File: src/rtl/mul_share_arbiter.sv
// -----------------------------------------------------------------------------
// mul_share_arbiter
//   Shares one pipelined Booth multiplier among NUM_REQ requesters.
//   A round-robin arbiter issues at most one operation per cycle. The winner's
//   ID travels through a tag pipe that matches the multiplier latency. Results
//   land in a credit-protected response FIFO, which drains with valid/ready.
//
// Ports
//   clk_i, rstn_i      clock, asynchronous active-low reset
//   req_valid_i        per-requester request valid
//   req_ready_o        per-requester accept (one-hot or zero)
//   req_sign_i         per-requester signedness of A (1 = signed)
//   req_a_i, req_b_i   packed operands; requester r sits at [r*W +: W]
//   mul_valid_o        operation issue to the multiplier
//   mul_sign_o         signedness of A, to the multiplier
//   mul_a_o, mul_b_o   operands, to the multiplier
//   mul_valid_i        result valid, from the multiplier
//   mul_result_i       product, from the multiplier
//   rsp_valid_o        response FIFO head valid
//   rsp_ready_i        response consumer ready
//   rsp_id_o           requester ID of the head entry
//   rsp_result_o       signed product of the head entry
//   err_o              sticky error: the multiplier result did not match the tag pipe
// -----------------------------------------------------------------------------
module mul_share_arbiter #(
    parameter int NUM_REQ    = 4,
    parameter int A_WIDTH    = 12,
    parameter int B_WIDTH    = 23,
    parameter int PROD_WIDTH = A_WIDTH + B_WIDTH,
    parameter int MUL_LAT    = 1,
    parameter int RSP_DEPTH  = 4,
    parameter int ID_W       = (NUM_REQ > 1) ? $clog2(NUM_REQ) : 1
) (
    input  logic                         clk_i,
    input  logic                         rstn_i,
    input  logic [NUM_REQ-1:0]           req_valid_i,
    output logic [NUM_REQ-1:0]           req_ready_o,
    input  logic [NUM_REQ-1:0]           req_sign_i,
    input  logic [NUM_REQ*A_WIDTH-1:0]   req_a_i,
    input  logic [NUM_REQ*B_WIDTH-1:0]   req_b_i,
    output logic                         mul_valid_o,
    output logic                         mul_sign_o,
    output logic [A_WIDTH-1:0]           mul_a_o,
    output logic [B_WIDTH-1:0]           mul_b_o,
    input  logic                         mul_valid_i,
    input  logic [PROD_WIDTH-1:0]        mul_result_i,
    output logic                         rsp_valid_o,
    input  logic                         rsp_ready_i,
    output logic [ID_W-1:0]              rsp_id_o,
    output logic [PROD_WIDTH-1:0]        rsp_result_o,
    output logic                         err_o
);

    localparam int CNT_W = $clog2(RSP_DEPTH + 1);
    localparam int PTR_W = $clog2(RSP_DEPTH);

    // Round-robin successor of a requester index.
    function automatic logic [ID_W-1:0] next_id(input logic [ID_W-1:0] id);
        logic [ID_W-1:0] nxt;
        if (id == ID_W'(NUM_REQ - 1)) begin
            nxt = {ID_W{1'b0}};
        end else begin
            nxt = id + ID_W'(1);
        end
        return nxt;
    endfunction

    logic [ID_W-1:0]        rr_ptr_r;
    logic [CNT_W-1:0]       outstanding_r;
    logic                   found_s;
    logic [ID_W-1:0]        winner_s;
    logic [ID_W-1:0]        slot_s;
    logic                   credit_ok_s;
    logic                   issue_s;
    logic                   pop_s;
    logic                   push_s;

    logic                   tag_vld_r [MUL_LAT];
    logic [ID_W-1:0]        tag_id_r  [MUL_LAT];

    logic [ID_W-1:0]        id_mem_r  [RSP_DEPTH];
    logic [PROD_WIDTH-1:0]  res_mem_r [RSP_DEPTH];
    logic [PTR_W:0]         wr_ptr_r;
    logic [PTR_W:0]         rd_ptr_r;
    logic                   fifo_empty_s;
    logic                   fifo_full_s;
    logic                   err_r;

    // Round-robin scan: first valid requester at or above the pointer, with wrap.
    always_comb begin
        int idx;
        found_s  = 1'b0;
        winner_s = rr_ptr_r;
        idx      = 0;
        for (int i = 0; i < NUM_REQ; i++) begin
            idx = int'(rr_ptr_r) + i;
            if (idx >= NUM_REQ) begin
                idx = idx - NUM_REQ;
            end else begin
                idx = idx;
            end
            if (!found_s && req_valid_i[idx]) begin
                found_s  = 1'b1;
                winner_s = ID_W'(idx);
            end else begin
                found_s  = found_s;
            end
        end
    end

    // Credits are judged on the registered count only, so a pop in this
    // cycle frees its slot for the next cycle, never this one. The reset
    // term holds every combinational output at zero while reset is asserted.
    assign credit_ok_s = (outstanding_r < CNT_W'(RSP_DEPTH));
    assign issue_s     = rstn_i & credit_ok_s & found_s;
    assign slot_s      = found_s ? winner_s : rr_ptr_r;

    // Issue-side outputs: one-hot grant and the selected operands.
    always_comb begin
        req_ready_o = {NUM_REQ{1'b0}};
        mul_valid_o = 1'b0;
        mul_sign_o  = 1'b0;
        mul_a_o     = {A_WIDTH{1'b0}};
        mul_b_o     = {B_WIDTH{1'b0}};
        if (rstn_i) begin
            mul_sign_o = req_sign_i[slot_s];
            mul_a_o    = req_a_i[int'(slot_s)*A_WIDTH +: A_WIDTH];
            mul_b_o    = req_b_i[int'(slot_s)*B_WIDTH +: B_WIDTH];
        end else begin
            mul_sign_o = 1'b0;
        end
        if (issue_s) begin
            req_ready_o = {{(NUM_REQ-1){1'b0}}, 1'b1} << winner_s;
            mul_valid_o = 1'b1;
        end else begin
            mul_valid_o = 1'b0;
        end
    end

    // Round-robin pointer: moves past the winner on issue, holds otherwise.
    always_ff @(posedge clk_i or negedge rstn_i) begin
        if (!rstn_i) begin
            rr_ptr_r <= {ID_W{1'b0}};
        end else if (issue_s) begin
            rr_ptr_r <= next_id(winner_s);
        end else begin
            rr_ptr_r <= rr_ptr_r;
        end
    end

    // Tag pipe: the multiplier cannot stall, so the pipe advances every cycle.
    always_ff @(posedge clk_i or negedge rstn_i) begin
        if (!rstn_i) begin
            for (int s = 0; s < MUL_LAT; s++) begin
                tag_vld_r[s] <= 1'b0;
                tag_id_r[s]  <= {ID_W{1'b0}};
            end
        end else begin
            tag_vld_r[0] <= issue_s;
            tag_id_r[0]  <= winner_s;
            for (int s = 1; s < MUL_LAT; s++) begin
                tag_vld_r[s] <= tag_vld_r[s-1];
                tag_id_r[s]  <= tag_id_r[s-1];
            end
        end
    end

    // FIFO status from the wrap-bit pointers.
    assign fifo_empty_s = (wr_ptr_r == rd_ptr_r);
    assign fifo_full_s  = (wr_ptr_r == {~rd_ptr_r[PTR_W], rd_ptr_r[PTR_W-1:0]});
    assign pop_s        = (~fifo_empty_s) & rsp_ready_i;
    // Credits make overflow impossible in normal operation. The guard only
    // matters after a protocol error, which err_o already reports.
    assign push_s       = mul_valid_i & (~fifo_full_s | pop_s);

    // Response FIFO storage and pointers.
    always_ff @(posedge clk_i or negedge rstn_i) begin
        if (!rstn_i) begin
            wr_ptr_r <= {(PTR_W+1){1'b0}};
            rd_ptr_r <= {(PTR_W+1){1'b0}};
            for (int e = 0; e < RSP_DEPTH; e++) begin
                id_mem_r[e]  <= {ID_W{1'b0}};
                res_mem_r[e] <= {PROD_WIDTH{1'b0}};
            end
        end else begin
            if (push_s) begin
                id_mem_r[wr_ptr_r[PTR_W-1:0]]  <= tag_id_r[MUL_LAT-1];
                res_mem_r[wr_ptr_r[PTR_W-1:0]] <= mul_result_i;
                wr_ptr_r <= wr_ptr_r + (PTR_W+1)'(1);
            end else begin
                wr_ptr_r <= wr_ptr_r;
            end
            if (pop_s) begin
                rd_ptr_r <= rd_ptr_r + (PTR_W+1)'(1);
            end else begin
                rd_ptr_r <= rd_ptr_r;
            end
        end
    end

    // FIFO head. The fields read as zero when the FIFO is empty.
    always_comb begin
        rsp_valid_o  = ~fifo_empty_s;
        rsp_id_o     = {ID_W{1'b0}};
        rsp_result_o = {PROD_WIDTH{1'b0}};
        if (!fifo_empty_s) begin
            rsp_id_o     = id_mem_r[rd_ptr_r[PTR_W-1:0]];
            rsp_result_o = res_mem_r[rd_ptr_r[PTR_W-1:0]];
        end else begin
            rsp_id_o     = {ID_W{1'b0}};
        end
    end

    // Outstanding counter: issues in flight plus entries still buffered.
    always_ff @(posedge clk_i or negedge rstn_i) begin
        if (!rstn_i) begin
            outstanding_r <= {CNT_W{1'b0}};
        end else begin
            case ({issue_s, pop_s})
                2'b10: outstanding_r <= outstanding_r + CNT_W'(1);
                2'b01: begin
                    if (outstanding_r != {CNT_W{1'b0}}) begin
                        outstanding_r <= outstanding_r - CNT_W'(1);
                    end else begin
                        outstanding_r <= outstanding_r;
                    end
                end
                default: outstanding_r <= outstanding_r;
            endcase
        end
    end

    // Sticky error: a result arrived without a matching tag, or a tag with no result.
    always_ff @(posedge clk_i or negedge rstn_i) begin
        if (!rstn_i) begin
            err_r <= 1'b0;
        end else if (mul_valid_i != tag_vld_r[MUL_LAT-1]) begin
            err_r <= 1'b1;
        end else begin
            err_r <= err_r;
        end
    end

    assign err_o = err_r;

endmodule

File: config.mk
export PLATFORM = sky130hd
export DESIGN_NAME = mul_share_arbiter
export DESIGN_NICKNAME = d
export VERILOG_FILES = /design/src/rtl/mul_share_arbiter.sv
export SDC_FILE = /design/constraint.sdc
export NUM_CORES = 1
export LEC_CHECK = 0
export CAP_MARGIN = 20
export CORE_MARGIN = 3
export CORE_UTILIZATION = 55
export CTS_BUF_LIST = sky130_fd_sc_hd__clkbuf_16
export CTS_CLUSTER_DIAMETER = 100
export DETAILED_ROUTE_END_ITERATION = 12
export DONT_BUFFER_PORTS = 1
export PLACE_DENSITY = 0.79
export SYNTH_ARGS = -nofsm -noshare
export SYNTH_HDL_FRONTEND = slang
export SYNTH_SLANG_ARGS = --single-unit
File: constraint.sdc
create_clock -name clk_i -period 3.2 [get_ports clk_i]
set_input_delay 0.64 -clock clk_i [delete_from_list [all_inputs] [get_ports clk_i]]
set_output_delay 0.64 -clock clk_i [all_outputs]
set_load 0.005 [all_outputs]
==> results of run 1 <==
[report_power, final]
part / switching (mW) / total [mW] / internal, mW
Sequential: 0.575 / 3.70 / 3.12
Combinational: 2.10 / 4.42 / 2.32
Clock: 0.837 / 2.15 / 1.31
[layer usage]
metal  wire, um  part of all wire [%]  GRT usage, %
met3       1187                   5.8         6.260
met4        499                   2.4         8.772
met5         11                 0.054             0
met1       7902                    39         29.14
met2      10910                    53         41.37
[metrics by stage]
| step | instances | hold slack, ps | power [mW] | utilization [%] |
|---|---|---|---|---|
| after floorplan | 616 | 344.4 | 7.153 | - |
| after global placement | 773 | 347.7 | 7.917 | 58.69 |
| after detailed placement | 773 | 348.5 | 8.215 | 58.69 |
| after CTS | 805 | -104.7 | 10.40 | 62.93 |
| after global routing | 806 | -114.6 | 10.93 | 62.95 |
| final | 806 | -91.66 | 10.27 | 62.95 |
[registers in the layout, indices dropped and copies added, names as in the netlist]
signal and flops:
res_mem_r 140, id_mem_r 8, rd_ptr_r 3, rr_ptr_r 2
tag_vld_r 1, wr_ptr_r 3, tag_id_r 2, outstanding_r 3
err_o 1
[Yosys cell counts]
cell type,instances
nor3b_2,1
ha_1,10
a21o_1,2
dfrtp_1,163
a31o_1,1
o22ai_1,37
o221a_2,1
mux2_1,149
nor2b_1,2
a21oi_1,5
o31a_1,1
or2_0,1
mux4_2,37
xnor2_1,9
buf_4,10
nor4_1,1
xor2_1,1
mux2i_1,74
a211oi_1,1
clkbuf_1,13
nor2_1,6
nand2b_1,1
nand3_1,3
nand4b_1,1
buf_1,3
o21ai_0,2
nand2_4,3
inv_2,2
buf_6,3
inv_1,5
and2_1,41
nor3_1,1
o21ai_1,4
nand2_1,9
buf_2,13
[final timing paths]
kind | endpoint | slack [ps] | cells past startpoint
worst max-delay path | mul_a_o[9] | 190 | 6
worst min-delay path | res_mem_r[90]$_DFFE_PN0P_ | -90 | 0
worst max register to register | res_mem_r[10]$_DFFE_PN0P_ | 800 | 6
worst min register to register | err_o$_DFFE_PN0P_ | 490 | 2
max in group asynchronous | rd_ptr_r[1]$_DFFE_PN0P_ | 3080 | 0
min in group clk_i | res_mem_r[70]$_DFFE_PN0P_ | 340 | 1
[cell type report]
| type | instances | share of cell area, % |
|---|---|---|
| antenna | 1 | 0.02675 |
| clock inverter | 15 | 2.193 |
| timing repair buffer | 15 | 1.605 |
| tap | 184 | 2.461 |
| sequential | 163 | 43.62 |
| inverter | 7 | 0.2808 |
| clock buffer | 17 | 4.547 |
| multi-input combinational | 404 | 45.27 |
[cells in the final DEF (no fill, tap or decap), types with 2 or more instances in the layout]
cell type	n
dfrtp_1	161
mux2_1	149
mux2i_1	74
and2_1	41
o22ai_1	37
mux4_2	37
clkbuf_16	17
buf_4	12
ha_1	10
xnor2_1	9
nand2_1	8
inv_1	6
nor2_1	6
a21oi_1	5
clkinvlp_4	5
bufinv_16	4
inv_6	4
nand3_1	3
o21ai_1	3
nand2_4	3
buf_12	3
o21ai_0	2
a21o_1	2
nor2b_1	2
inv_2	2
dfrtp_2	2
[critical path, cell delays in order (launching register included)]
cell	delay [ps]
dfrtp_1	420
or2_0	160
a21oi_1	120
o21ai_4	360
buf_12	340
mux2i_1	360
o22ai_1	170
[kinds of logic after synthesis]
kind of cell | after synthesis
adders and majority gates | 10
buffers and inverters | 49
and+or+nand+nor | 70
muxes | 260
xor gates and xnor gates | 10
DFF | 163
AOI/OAI and AO/OA | 54
==> key figures, run 1 <==
Outcome
  • Status: finished with violations
  • Failing checks: hold timing

Floorplan
  • Core Footprint: around 15000 um^2
  • Die outline area: approximately 17000 um^2
  • Ports: 267
  • Die X-Extent: 130.8 um
  • Effective utilization at floorplan: between 50% and 60%
  • Die height: between 100 and 150 um
  • Rows: 44

Timing
  • Rel. slew slack: a little under three fifths
  • Max Fclk: about 330 MHz
  • Final setup viols: 0
  • RSZ-0062 raised after global routing: false
  • Setup_tns: 0 ps
  • Final hold viol count: about 160
  • Final hold slack: -91.66 ps
  • Slew @ Worst Pin: between 600 and 700 ps
  • Max-slew violations: 0
  • Min cycle time layout: ~3000 ps
  • Final Skew: roughly 7.0 ps
  • Period utilization: between 90% and 100%
  • Fin worst setup slack: 189.6 ps

Place
  • Routability Congestion: 0.8581
  • Dpl ws: around 440 ps
  • DP HPWL: 14.55 mm
  • DP Area: about 8700 um^2
  • # port buffers: 0

Route
  • Vias: 5180
  • Final wirelength: slightly above 20 mm
  • Routed len/inst: roughly 25 um
  • First-pass detailed-route iteration total: 4
  • Residual DRC: 0
  • Drt first-iter violations: between 200 and 300
  • Drt via density: about 6.4
  • Post-DRT Antenna Nets: 0

Global route
  • First-pass GRT wire length: 30.73 mm
  • Total gr overflow: 0
  • Total GRT Usage: between 20% and 30%
  • Largest net degree at the start of global routing: between 150 and 200
  • Vias in the first global route: between 5000 and 6000
  • Initial antenna violation count: 2

Finish
  • Design area: around 9400 um^2
  • Layout cell share with drive strength beyond 1: about 15%
  • Fillers: around 1100
  • Area used by multi-input combinational logic: roughly 4200 um^2
  • Nets: between 800 and 900
  • Synth-to-layout area growth: 9.295%
  • Flip-flop and latch area: a little over 4000 um^2

Clock tree
  • CTS buffer count: 17
  • Clk_lat worst skew: ~420 ps
  • H-tree depth: 4
  • CTS tree: yes
  • Clk sink count: 163
  • CTS clk-pin slew, worst paths: approximately 60 ps
  • Resize count post-CTS: 0
  • Setup bufs post-CTS: 0
  • Root Driver: clkbuf_16
  • Clock Path Buffers: 2

Synth
  • Netlist Area Pre-Place: roughly 8600 um^2
  • Syn_area_per_cell: 13.90 um^2
  • Post-synthesis compound-gate area fraction: slightly below 4%
  • Distinct cells, synth: 35
  • Yosys top cell area share: between 40% and 50%
  • #FFs+latches synth: 163
  • Mapped Nets: just over 800
  • Simple-Gate Fraction of Synth Area: slightly below 5%
  • Post-synth top area cell: dfrtp_1
  • Mux share of post-synthesis cell area: 37.99%
  • Main combinational cell family by area after synthesis: multiplexers
  • Sequential-to-total area share from yosys stat: between 40% and 50%
  • Yosys warning count: 0
  • Synth top area cells: dfrtp_1 48%, mux2_1 20%, mux4_2 9.7%
  • Synth Instances: about 620
  • XOR/XNOR Fraction of Synth Area: around 1.0%
  • Synth Area in Adders: under 10%

Pwr
  • Pwr dens: 1098 nW/um^2
  • Static leakage: 4.007 nW
  • VDD IR max: about 0.55 mV

Worst setup path
  • Critical Path Start Type: flop
  • Worst-path fanout max: 46
  • Crit Path Category: flop to output pin
  • CP arrival: between 2000 and 2500 ps
  • Launching point of the worst reg2reg path: wr_ptr_r[1]$_DFFE_PN0P_
  • Worst Setup SP: rr_ptr_r[1]$_DFFE_PN0P_
  • Crit. End Element: output pin
  • WP data required: about 2600 ps

Worst hold path
  • Hold Path Class: primary input to async pin

Job
  • Max-cap violations: 0
No activity file was read; power rests on OpenSTA's default activity.
==> inputs of run 2 (changes only) <==
CTS_CLUSTER_DIAMETER = not set   (was 100)
==> results of run 2 <==
Same layout as run 1: the final DEF is identical, and so are final timing and power.
==> inputs of run 3 (changes only) <==
--- a/config.mk
+++ b/config.mk
@@ -13,2 +13,3 @@
 export DONT_BUFFER_PORTS = 1
+export GPL_TIMING_DRIVEN = 0
 export PLACE_DENSITY = 0.79
==> constraint.sdc (replaced) <==
create_clock -name clk_i -period 3.2 [get_ports clk_i]
set_input_delay 0.32 -clock clk_i [delete_from_list [all_inputs] [get_ports clk_i]]
set_output_delay 0.32 -clock clk_i [all_outputs]
set_load 0.005 [all_outputs]
==> run 3 against run 2 <==
Against the previous run: the flow still finishes with violations (hold timing); hold slack worse by 310 ps; total power about the same; register-to-register slack better by 180 ps; combinational power up 2%.
==> key figures, run 3 (synthesized netlist as in run 1, its figures left out) <==
Timing
  • Setup_tns: 0 ps (unchanged)
  • Period utilization: 90.63% (-3.4 points)
  • RSZ-0062 raised after global routing: false
  • Max-slew violations: 0 (unchanged)
  • Slew @ Worst Pin: 871.6 ps (+228.0 ps)
  • Max Fclk: 344.8 MHz (+3.8%)
  • Final setup viols: 0 (unchanged)
  • Final hold viol count: 163 (unchanged)
  • Fin worst setup slack: 299.9 ps (+110.3 ps)
  • Min cycle time layout: 2900 ps (-110.3 ps)
  • Final Skew: 6.026 ps (-0.9409 ps)
  • Final hold slack: -405.8 ps (-314.1 ps)
  • Rel. slew slack: 41.89% (-15 points)

Floorplan
  • Die X-Extent: 130.8 um (unchanged)
  • Core Footprint: 14860 um^2 (unchanged)
  • Ports: 267 (unchanged)
  • Die outline area: 17100 um^2 (unchanged)
  • Effective utilization at floorplan: 57.59% (unchanged)
  • Die height: 130.8 um (unchanged)
  • Rows: 44 (unchanged)

Place
  • DP HPWL: 15.86 mm (+9.0%)
  • Routability Congestion: 0.9005 (+4.9%)
  • # port buffers: 0 (unchanged)
  • Dpl ws: 720.1 ps (+282.2 ps)

Route
  • First-pass detailed-route iteration total: 4 (unchanged)
  • Final wirelength: 21.42 mm (+4.4%)
  • Post-DRT Antenna Nets: 0 (unchanged)
  • Vias: 5332 (+2.9%)
  • Routed len/inst: 25.75 um (+1.2%)
  • Drt first-iter violations: 318 (+20%)
  • Residual DRC: 0 (unchanged)
  • Drt via density: 6.409 (-0.28%)

Finish
  • Most common cell after layout, fill and taps aside: dfrtp_1
  • Largest reg by FF count: res_mem_r
  • Nets: 832 (+3.4%)
  • Synth-to-layout area growth: 9.705%
  • Layout cell share with drive strength beyond 1: 15.02% (-0.12 points)
  • Max reg flops: 140 (unchanged)
  • Biggest regs: res_mem_r x140, id_mem_r x8
  • Commonest cells after routing, fill and taps aside: 163 x dfrtp_1, 149 x mux2_1, 74 x mux2i_1

Worst setup path
  • Worst-path fanout max: 10 (-78%)
  • WP data required: 2880 ps (+320 ps)
  • Max stage delay on crit path: 590 ps (+170 ps)
  • Worst reg-to-reg setup slack: 980 ps (+180 ps)
  • Reg2reg end: outstanding_r[1]$_DFFE_PN0P_
  • Crit Path Category: flop to output pin
  • Worst-path cell chain: buf_1 -> clkbuf_1 -> mux4_2 -> and2_1
  • Critical Path Start Type: flop
  • CP delay by family, top: buffers and inverters
  • Worst reg-to-reg path cell count: 8 (+2)
  • Crit. End Element: output pin
  • CP arrival: 2580 ps (+210 ps)
  • Launching point of the worst reg2reg path: wr_ptr_r[1]$_DFFE_PN0P_
  • WP buf/inv: 2 (+1)
  • CP max-delay cell: clkbuf_1

Clock tree
  • H-tree depth: 4 (unchanged)
  • CTS tree: yes
  • Setup bufs post-CTS: 0 (unchanged)
  • Clock Path Buffers: 2 (unchanged)
  • Root Driver: clkbuf_16
  • CTS clk-pin slew, worst paths: 60 ps (about the same)
  • CTS buffer count: 17 (unchanged)
  • Clk sink count: 163 (unchanged)
  • Resize count post-CTS: 0 (unchanged)
  • Clk_lat worst skew: 420 ps (about the same)

Global route
  • Total GRT Usage: 24.90% (+0.91 points)
  • Vias in the first global route: 5741 (+2.2%)
  • Total gr overflow: 0 (unchanged)
  • First-pass GRT wire length: 31.78 mm (+3.4%)
  • Largest net degree at the start of global routing: 167 (unchanged)
  • Initial antenna violation count: 2 (unchanged)

Outcome
  • Failing checks: hold timing
  • Status: finished with violations

Pwr
  • Static leakage: 4.051 nW (+1.1%)
  • Pwr dens: 1095 nW/um^2 (-0.28%)
  • VDD IR max: 0.5789 mV (+5.9%)

Worst hold path
  • Hold Path Class: primary input to async pin

Job
  • Max-cap violations: 0 (unchanged)
## run 3: per-stage QoR
stage	total power, mW	utilization [%]	hold WS (ps)	cell area, um^2	cells
floorplan	7.153	-	24.41	8561	616
global placement	7.982	59.14	29.13	8791	800
detailed placement	8.276	59.14	28.37	8791	800
CTS	10.37	63.15	-418.0	9387	830
global route	10.93	63.18	-429.9	9392	832
finish	10.28	63.18	-405.8	9392	832
## run 3: worst max-delay path by stage
stage                       startpoint               end  depth (start not counted)
2_1_floorplan  rd_ptr_r[0]$_DFFE_PN0P_  rsp_result_o[10]                          4
3_3_place_gp   rd_ptr_r[1]$_DFFE_PN0P_  rsp_result_o[18]                          4
3_5_place_dp   rd_ptr_r[1]$_DFFE_PN0P_  rsp_result_o[21]                          4
4_1_cts        rd_ptr_r[1]$_DFFE_PN0P_  rsp_result_o[31]                          4
5_1_grt        rd_ptr_r[1]$_DFFE_PN0P_  rsp_result_o[31]                          4
6_report       rd_ptr_r[1]$_DFFE_PN0P_  rsp_result_o[31]                          4
## run 3: cell type report
cell class | instances | area [um^2]
inverter | 7 | 26.28
antenna | 2 | 5.005
clock inverter | 13 | 170.2
fill | 1083 | 5473
multi-input combinational | 404 | 4222
clock buffer | 17 | 425.4
buffer | 42 | 234.0
tap | 184 | 230.2
sequential | 163 | 4079
## run 3: layer usage
metal  track usage [%]  vias up  routed length (um)
met1             30.56     2757                8359
met2             43.05      211               11240
met3             5.569       37                1226
met4             9.558        0                 593
li1                  -     2327                   -
met5                 0        -                   0
## run 3: report_power, final
part           leakage [nW]  switching, mW  internal [mW]
Combinational          1.83           2.18           2.33
Clock                 0.294          0.776           1.28
Sequential             1.93          0.582           3.12
